==> config.mk <==
export PLATFORM = sky130hd
export DESIGN_NAME = gf_pow_unit
export DESIGN_NICKNAME = d
export VERILOG_FILES = /design/src/rtl/gf_pkg.sv /design/src/rtl/gf_mul.sv /design/src/rtl/gf_pow_unit.sv
export SDC_FILE = /design/constraint.sdc
export NUM_CORES = 1
export LEC_CHECK = 0
export ABC_AREA = 1
export CAP_MARGIN = 20
export CORE_UTILIZATION = 30
export CTS_CLUSTER_SIZE = 12
export DETAILED_ROUTE_END_ITERATION = 10
export SETUP_SLACK_MARGIN = 0.5
export SLEW_MARGIN = 20
export SYNTH_ARGS = -nofsm -noshare
export SYNTH_HDL_FRONTEND = slang
export SYNTH_HIERARCHICAL = 1
export SYNTH_SLANG_ARGS = --single-unit
==> constraint.sdc <==
create_clock -name i_clk -period 4.23 [get_ports i_clk]
set_input_delay 1.0575 -clock i_clk [delete_from_list [all_inputs] [get_ports i_clk]]
set_output_delay 1.0575 -clock i_clk [all_outputs]
set_load 0.01 [all_outputs]
==> src/rtl/gf_pkg.sv <==
// gf_pkg: shared GF(2^M) constants and exponentiation FSM state encoding.
package gf_pkg;
  localparam int GF_M = 8;
  localparam logic [8:0] GF_POLY = 9'h11D;
  localparam int GF_ONE = 1;
  typedef enum logic [1:0] {IDLE, SQR, MUL, DONE} gf_state_t;
endpackage

==> src/rtl/gf_mul.sv <==
// gf_mul: combinational GF(2^M) multiplier, shift-and-add with per-step reduction by POLY.
module gf_mul #(
  parameter int M = 8,
  parameter logic [M:0] POLY = 9'h11D
) (
  input  logic [M-1:0] i_a,
  input  logic [M-1:0] i_b,
  output logic [M-1:0] o_p
);
  logic [M-1:0] w_p;
  always_comb begin
    w_p = '0;
    for (int i = M - 1; i >= 0; i--)
      w_p = (w_p << 1) ^ (w_p[M-1] ? POLY[M-1:0] : '0) ^ (i_b[i] ? i_a : '0);
  end
  assign o_p = w_p;
endmodule

==> src/rtl/gf_pow_unit.sv <==
// gf_pow_unit: multi-cycle GF(2^M) a^e / inverse via MSB-first square-and-multiply.
// Define GF_POW_ZERO_CHK_EN to flag an inverse-of-zero request on o_err.
module gf_pow_unit
  import gf_pkg::*;
#(
  parameter int M = GF_M,
  parameter logic [M:0] POLY = GF_POLY,
  parameter int EW = 8
) (
  input  logic          i_clk,
  input  logic          i_reset,
  input  logic          i_start,
  input  logic          i_inv,
  input  logic [M-1:0]  i_a,
  input  logic [EW-1:0] i_e,
  output logic          o_ready,
  output logic          o_done,
  output logic [M-1:0]  o_q,
  output logic          o_err
);
  localparam int IW = (EW > 1) ? $clog2(EW) : 1;
  localparam logic [EW-1:0] INV_EXP = EW'((64'd1 << M) - 64'd2);
  gf_state_t     r_state, w_next;
  logic [M-1:0]  r_base, r_acc, r_q, w_prod, w_mul_b, w_mul_res;
  logic [EW-1:0] r_exp;
  logic [IW-1:0] r_idx;
  logic          w_last;
  assign w_mul_b   = (r_state == MUL) ? r_base : r_acc;
  assign w_mul_res = r_exp[r_idx] ? w_prod : r_acc;
  assign w_last    = (r_idx == '0);
  gf_mul #(.M(M), .POLY(POLY)) u_mul (.i_a(r_acc), .i_b(w_mul_b), .o_p(w_prod));
  always_ff @(posedge i_clk or posedge i_reset)
    if (i_reset) r_state <= IDLE;
    else r_state <= w_next;
  always_comb begin
    w_next = r_state;
    w_next = (r_state == IDLE) ? (i_start ? SQR : IDLE) :
             (r_state == SQR)  ? MUL :
             (r_state == MUL)  ? (w_last ? DONE : SQR) : IDLE;
  end
  always_ff @(posedge i_clk or posedge i_reset)
    if (i_reset) begin
      r_base <= '0;
      r_exp  <= '0;
      r_acc  <= '0;
      r_idx  <= '0;
      r_q    <= '0;
    end else if (r_state == IDLE && i_start) begin
      r_base <= i_a;
      r_exp  <= i_inv ? INV_EXP : i_e;
      r_acc  <= M'(GF_ONE);
      r_idx  <= IW'(EW - 1);
    end else if (r_state == SQR) begin
      r_acc  <= w_prod;
    end else if (r_state == MUL) begin
      r_acc  <= w_mul_res;
      r_idx  <= r_idx - 1'b1;
      if (w_last) r_q <= w_mul_res;
    end
`ifdef GF_POW_ZERO_CHK_EN
  logic r_zflag, r_err;
  always_ff @(posedge i_clk or posedge i_reset)
    if (i_reset) begin
      r_zflag <= 1'b0;
      r_err   <= 1'b0;
    end else if (r_state == IDLE && i_start) begin
      r_zflag <= i_inv & (i_a == '0);
    end else if (r_state == MUL && w_last) begin
      r_err   <= r_zflag;
    end
  assign o_err = r_err;
`else
  assign o_err = 1'b0;
`endif
  // q/err are loaded on the edge entering DONE so they are valid alongside done
  assign o_ready = (r_state == IDLE);
  assign o_done  = (r_state == DONE);
  assign o_q     = r_q;
endmodule

Word level (Yosys, flattened, before mapping):

Index checks and enable logic that the tools add are counted.

* bits in registers: 37

* reduce and logical (&&, ||, !) cells: 7
* bitwise operators: 16
* multiplexer cells: 31
* order comparisons: 1
* add/subtract/negate cells: 1
* equality and inequality tests: 4

Operator list (number)
* 8-bit two-way mux: 14
* 8-bit bitwise XOR: 12
* 5-bit two-way mux: 7
* 8-bit by 5-bit bitwise XOR with 8-bit output: 2
* 3-bit two-way mux: 3
* 2-bit two-way mux: 4
* 2-bit == test (second input constant): 2
* 3-bit by 4-bit < comparator with 1-bit output (second input constant): 1
* 4-bit AND reduction: 1
* 1-bit binary-select mux with 3-bit select: 1
* 3-bit logical NOT: 1
* 3-bit nonzero test: 1
* 3-bit by 1-bit subtractor with 3-bit output (second input constant): 1
* 2-bit by 1-bit == test with 1-bit output (second input constant): 1
* 2-bit logical NOT: 1
* 1-bit two-way mux: 2
* 2-bit by 1-bit != test with 1-bit output (second input constant): 1
* 1-bit NOT: 2
* 2-bit AND reduction: 1
* 2-bit nonzero test: 1
* 1-bit logical AND: 1

Longest topological paths before layout:

* depth after elaboration: 28
* gate-level depth with buffers: 28
* gate-level depth less buffers: 26

Modules after synthesis:

Netlist, hierarchy kept.

By module, submodules not included
* gf_pow_unit: sequential area each 925.9 µm², area each 2028.2 µm², cells each 263, instances 1
* gf_mul: sequential area each 0.0 µm², area each 1639.1 µm², cells each 312, instances 1

Least setup slack after synthesis:

OpenSTA, ideal clock, no wires.

* path kind: register to register
* start point: reg r_state[0]
* end point: reg r_q[7] (netlist: o_q[7])
* data arrival time: 2.472 ns
* cell stages (with the launch flop): 21
* setup slack: 1.639 ns
* cells stage by stage: dfrtp_1 > inv_1 > ha_1 > buf_2 > inv_2 > nand2_1 > nand2_1 > buf_2 > nand2_1 > xor2_1 > nand2_1 > nand2_4 > xor2_2 > xor2_1 > or2_1 > nand2_1 > inv_1 > nand3_1 > nand2_1 > nor2_1 > nor2_1

* elaborated cells between the ends (all ways): 34
* those cells by class: eq/ne (2); mux (13); bitwise (16); reduce/logical (3)

RTL lines
* from (decl): line gf_pow_unit.sv:23 `gf_state_t r_state, w_next;`
* from (signal assigned): line gf_pow_unit.sv:34 `else r_state <= w_next;`
* 2-bit == test *: line gf_pow_unit.sv:28 `assign w_mul_b = (r_state == MUL) ? r_base : r_acc;`
* 8-bit two-way mux *: line gf_pow_unit.sv:28
* via w_mul_b[5]: line gf_pow_unit.sv:24 `logic [M-1:0] r_base, r_acc, r_q, w_prod, w_mul_b, w_mul_res;`
* 8-bit two-way mux *: line gf_mul.sv:14 `w_p = (w_p << 1) ^ (w_p[M-1] ? POLY[M-1:0] : '0) ^ (i_b[i] ? i_a : '0);`
* 8-bit bitwise XOR *: line gf_mul.sv:14
* 5-bit two-way mux or 8-bit bitwise XOR (tied branches): line gf_mul.sv:14
* 8-bit bitwise XOR * (6 in series): line gf_mul.sv:14
* 8-bit by 5-bit bitwise XOR with 8-bit output *: line gf_mul.sv:14
* 8-bit bitwise XOR *: line gf_mul.sv:14
* 8-bit by 5-bit bitwise XOR with 8-bit output *: line gf_mul.sv:14
* 8-bit bitwise XOR *: line gf_mul.sv:14
* via w_prod[7]: line gf_pow_unit.sv:24
* 8-bit two-way mux *: line gf_pow_unit.sv:29 `assign w_mul_res = r_exp[r_idx] ? w_prod : r_acc;`
* to (signal assigned): line gf_pow_unit.sv:58 `if (w_last) r_q <= w_mul_res;`
* to (decl): line gf_pow_unit.sv:24

The timed path passes the listed nets; every way through them passes the cells marked *.
A chain may end at the register's enable or synchronous reset.

Final worst setup path:

* start point: reg r_state[0]
* end point: reg r_acc[4]

* elaborated cells between the ends (all ways): 38
* those cells by class: eq/ne (2); mux (19); bitwise (14); reduce/logical (3)

RTL lines
* 2-bit == test *: line gf_pow_unit.sv:28
* 8-bit two-way mux *: line gf_pow_unit.sv:28
* via w_mul_b[5]: line gf_pow_unit.sv:24
* 8-bit two-way mux *: line gf_mul.sv:14
* 8-bit bitwise XOR *: line gf_mul.sv:14
* 5-bit two-way mux: line gf_mul.sv:14
* 8-bit bitwise XOR * (6 in series): line gf_mul.sv:14
* 8-bit by 5-bit bitwise XOR with 8-bit output *: line gf_mul.sv:14
* 8-bit bitwise XOR *: line gf_mul.sv:14
* 5-bit two-way mux: line gf_mul.sv:14
* 8-bit by 5-bit bitwise XOR with 8-bit output *: line gf_mul.sv:14
* 8-bit bitwise XOR *: line gf_mul.sv:14
* via w_prod[4]: line gf_pow_unit.sv:24
* 8-bit two-way mux: line gf_pow_unit.sv:29
* 8-bit two-way mux: line gf_pow_unit.sv:55 `end else if (r_state == MUL) begin`
* 8-bit two-way mux *: line gf_pow_unit.sv:53 `end else if (r_state == SQR) begin`
* 8-bit two-way mux *: line gf_pow_unit.sv:48 `end else if (r_state == IDLE && i_start) begin`
* to (signal assigned): line gf_pow_unit.sv:51 `r_acc <= M'(GF_ONE);`
* to (signal assigned): line gf_pow_unit.sv:54 `r_acc <= w_prod;`
* to (signal assigned): line gf_pow_unit.sv:56 `r_acc <= w_mul_res;`
* to (decl): line gf_pow_unit.sv:24

The timed path passes the listed nets; every way through them passes the cells marked *. The select of a mux whose other input is x is not followed.

==> impl_metrics.py <==
metrics = {
    "setup_path": {
        "worstPathRequired_ns": 4.39,
        "crit_path_cell_trace": "inv_1 -> ha_1 -> inv_2 -> nand2_1 -> nand2_1 -> nand2_1 -> clkinv_1 -> nand3_2 -> nand3_1 -> nand2_1 -> nand3_1 -> nand2_1 -> nand2_2 -> nand2_4 -> nand2_1 -> nand2_1 -> nand2_1 -> nand2_1 -> inv_1 -> nand3_1 -> nand3_1 -> nand2_1 -> nand2_1",
        "start_kind": "flop",
        "path_max_fanout": 11,
        "critPathKind": "flop to flop",
        "cp.arrival_ns": 3.39,
        "cpPeakStageDelay_ns": 0.42,
        "r2r_slack_ns": 1.01,
        "critPathSlowestCell": "dfrtp_1",
        "cp-end-kind": "flop",
        "path_common_cell": "nand2_1",
    },
    "floorplan": {
        "start_util": 0.307,
        "core-area_mm2": 0.0120,
        "die_w_um": 113,
        "die_h_um": 113,
        "io_pins": 31,
        "dieArea_mm2": 0.0127,
        "num_rows": 40,
    },
    "drt": {
        "routed_wl_mm": 8.94,
        "drtPass1Iterations": 5,
        "num_vias": 3483,
        "viasPerCell": 4.71,
        "dr.first_iter.drc_count": 172,
        "ant_nets": 0,
        "wl_per_cell_um": 12.1,
        "drcViolationCount": 0,
    },
    "run": {
        "cap_violations": 0,
    },
    "grt": {
        "grt_pass1_wl_mm": 15.4,
        "grt_overflow": 0,
        "grt_max_degree": 38,
        "grt_util_met2": 0.253,
        "first_global_vias": 3448,
        "busiest_layer": "met2",
        "use_met1": 0.188,
        "grt.total_usage": 0.148,
        "use_met3": 0.0243,
        "antenna_found_initial": 0,
    },
    "cts": {
        "cts_tree": "yes",
        "cts_resized": 0,
        "clockBufferDepth": 2,
        "clkLatencyLatePin_ns": 0.28,
        "holdBufCountCts": 0,
        "post_cts_buffers": 0,
        "cts-root-buf": "clkbuf_16",
        "path_clk_slew_ns": 0.05,
        "clkSinkCount": 37,
        "cts_buffers": 5,
        "cts_max_level": 2,
    },
    "sta": {
        "skew_ns": 0.00605,
        "period_minus_slack_ns": 3.22,
        "tns_ns": 0,
        "drv_slew": 0,
        "tightest_slew_ns": 0.736,
        "slew_headroom": 0.509,
        "finalSetupViolations": 0,
        "hold_slack_ns": 0.488,
        "fin_ws_ns": 1.01,
        "post-route-period-util": 0.762,
        "rsz0062_at_grt": "no",
        "fmaxAchievable_ghz": 0.310,
        "finalHoldViolCount": 0,
    },
    "cells_and_area": {
        "final_area_mm2": 0.00419,
        "final_nets": 620,
        "syn_to_final_growth_pct": 14.2,
        "antenna_cells": 0,
        "final_cell_mix": "238 x nand2_1, 53 x nand3_1, 40 x inv_1",
        "final_cells": 740,
        "multi_input_area_mm2": 0.00241,
        "fillers": 1254,
        "regArea_um2": 926,
        "utilization": 0.350,
        "drive_above_1_share": 0.123,
        "layout_commonest_cell": "nand2_1",
    },
    "synth": {
        "yosysSeqAreaShare": 0.252,
        "ys.warnings.count": 6,
        "synth_largest_area_cell": "dfrtp_1",
        "syn-num-nets": 602,
        "ys_dominant_reg_cell": "dfrtp_1",
        "synth_top_area_frac": 0.252,
        "synth_edf_count": 0,
        "syn_avg_cell_area_um2": 6.38,
        "ys_ff_latch": 37,
        "synth_async_sr_flop_share": 1.00,
        "postSynthCellCount": 575,
        "ys_types": 36,
        "ys_top_cells_by_area": "dfrtp_1 25%, nand2_1 24%, nand3_1 7.2%, xnor2_1 5.0%, nand2_2 4.9%",
        "synth_area_mm2": 0.00367,
    },
    "placement": {
        "io_buffers": 29,
        "dpl_cell_area_mm2": 0.00404,
        "preCtsSetupSlack_ns": 1.05,
        "numPlacedInstances": 733,
        "place_congestion": 0.849,
        "dp_hpwl_mm": 6.74,
    },
    "pwr": {
        "p_leak_nw": 2.15,
        "p_per_area_mw_per_mm2": 889,
        "power_mw": 3.73,
        "peakVddDrop_uv": 313,
    },
    "outcome": {
        "status": "finished clean",
    },
    "min_path": {
        "timing.hold.worst.class": "flop to flop",
    },
}
==> registers in the layout, summed over array words and instances, names as in the netlist <==
signal,count
o_q,8
r_exp,8
r_base,8
r_idx,3
r_acc,8
r_state,2
==> power by group <==
group	switching (mW)	internal [mW]
logic	1.78	0.963
registers	0.130	0.487
clock network	0.133	0.231
total	2.05	1.68
==> critical path, delay by kind of cell, from the launching register on <==
family / cells / cell delay [ns]
buffers and inverters: 4 / 0.41
adders and majority gates: 1 / 0.37
and+or+nand+nor: 18 / 1.90
DFF: 1 / 0.42
==> Yosys cell counts (2+ instances only) <==
cell type    n
xor2_1      18
nand2_4      7
a21oi_1      8
nand3_4      2
buf_2       10
clkbuf_1     6
buf_6        3
nand3_2      8
dfrtp_1     37
ha_1         7
inv_2        7
inv_1       40
or2_1        2
nor2_1      35
xnor2_1     21
clkinv_1     4
o21ai_0     17
nand2_1    238
nand3b_1     5
xor2_2       2
nand2_2     29
nand3_1     53
buf_4        3
==> metal layers <==
layer | up-vias | part of all wire
met2 | 72 | 0.48
met1 | 1594 | 0.47
li1 | 1808 | -
met5 | - | 0
met3 | 9 | 0.043
met4 | 0 | 0.0090
==> logic make-up (layout without fill, tap and decap cells) <==
family          Yosys count  count (layout)  synth area share
compound gates           30              30            0.0444
other cells               1               1           0.00102
buf+inv                  75              93            0.0908
simple gates            383             383             0.478
fa+ha+maj                 7               7            0.0239
flops                    37              37             0.252
xor+xnor                 42              42             0.110
==> worst paths after layout <==
path,cells after the start,end,startpoint
max in group asynchronous,3,r_acc[1],i_reset
min in group asynchronous,3,r_base[4],i_reset
worst max-delay path,23,r_acc[4],r_state[0]
worst max register to register,23,r_acc[4],r_state[0]
worst min register to register,2,r_base[7],r_base[7]
worst min-delay path,2,r_base[7],r_base[7]
==> final cells by class <==
class | instances | share of cell area
multi-input cells | 463 | 0.575
repair buffers | 34 | 0.0783
clock inverters | 1 | 0.00179
inverters | 52 | 0.0469
flip-flops and latches | 37 | 0.221
clock buffers | 6 | 0.0332
well taps | 147 | 0.0439
(Power assumes the default switching activity.)
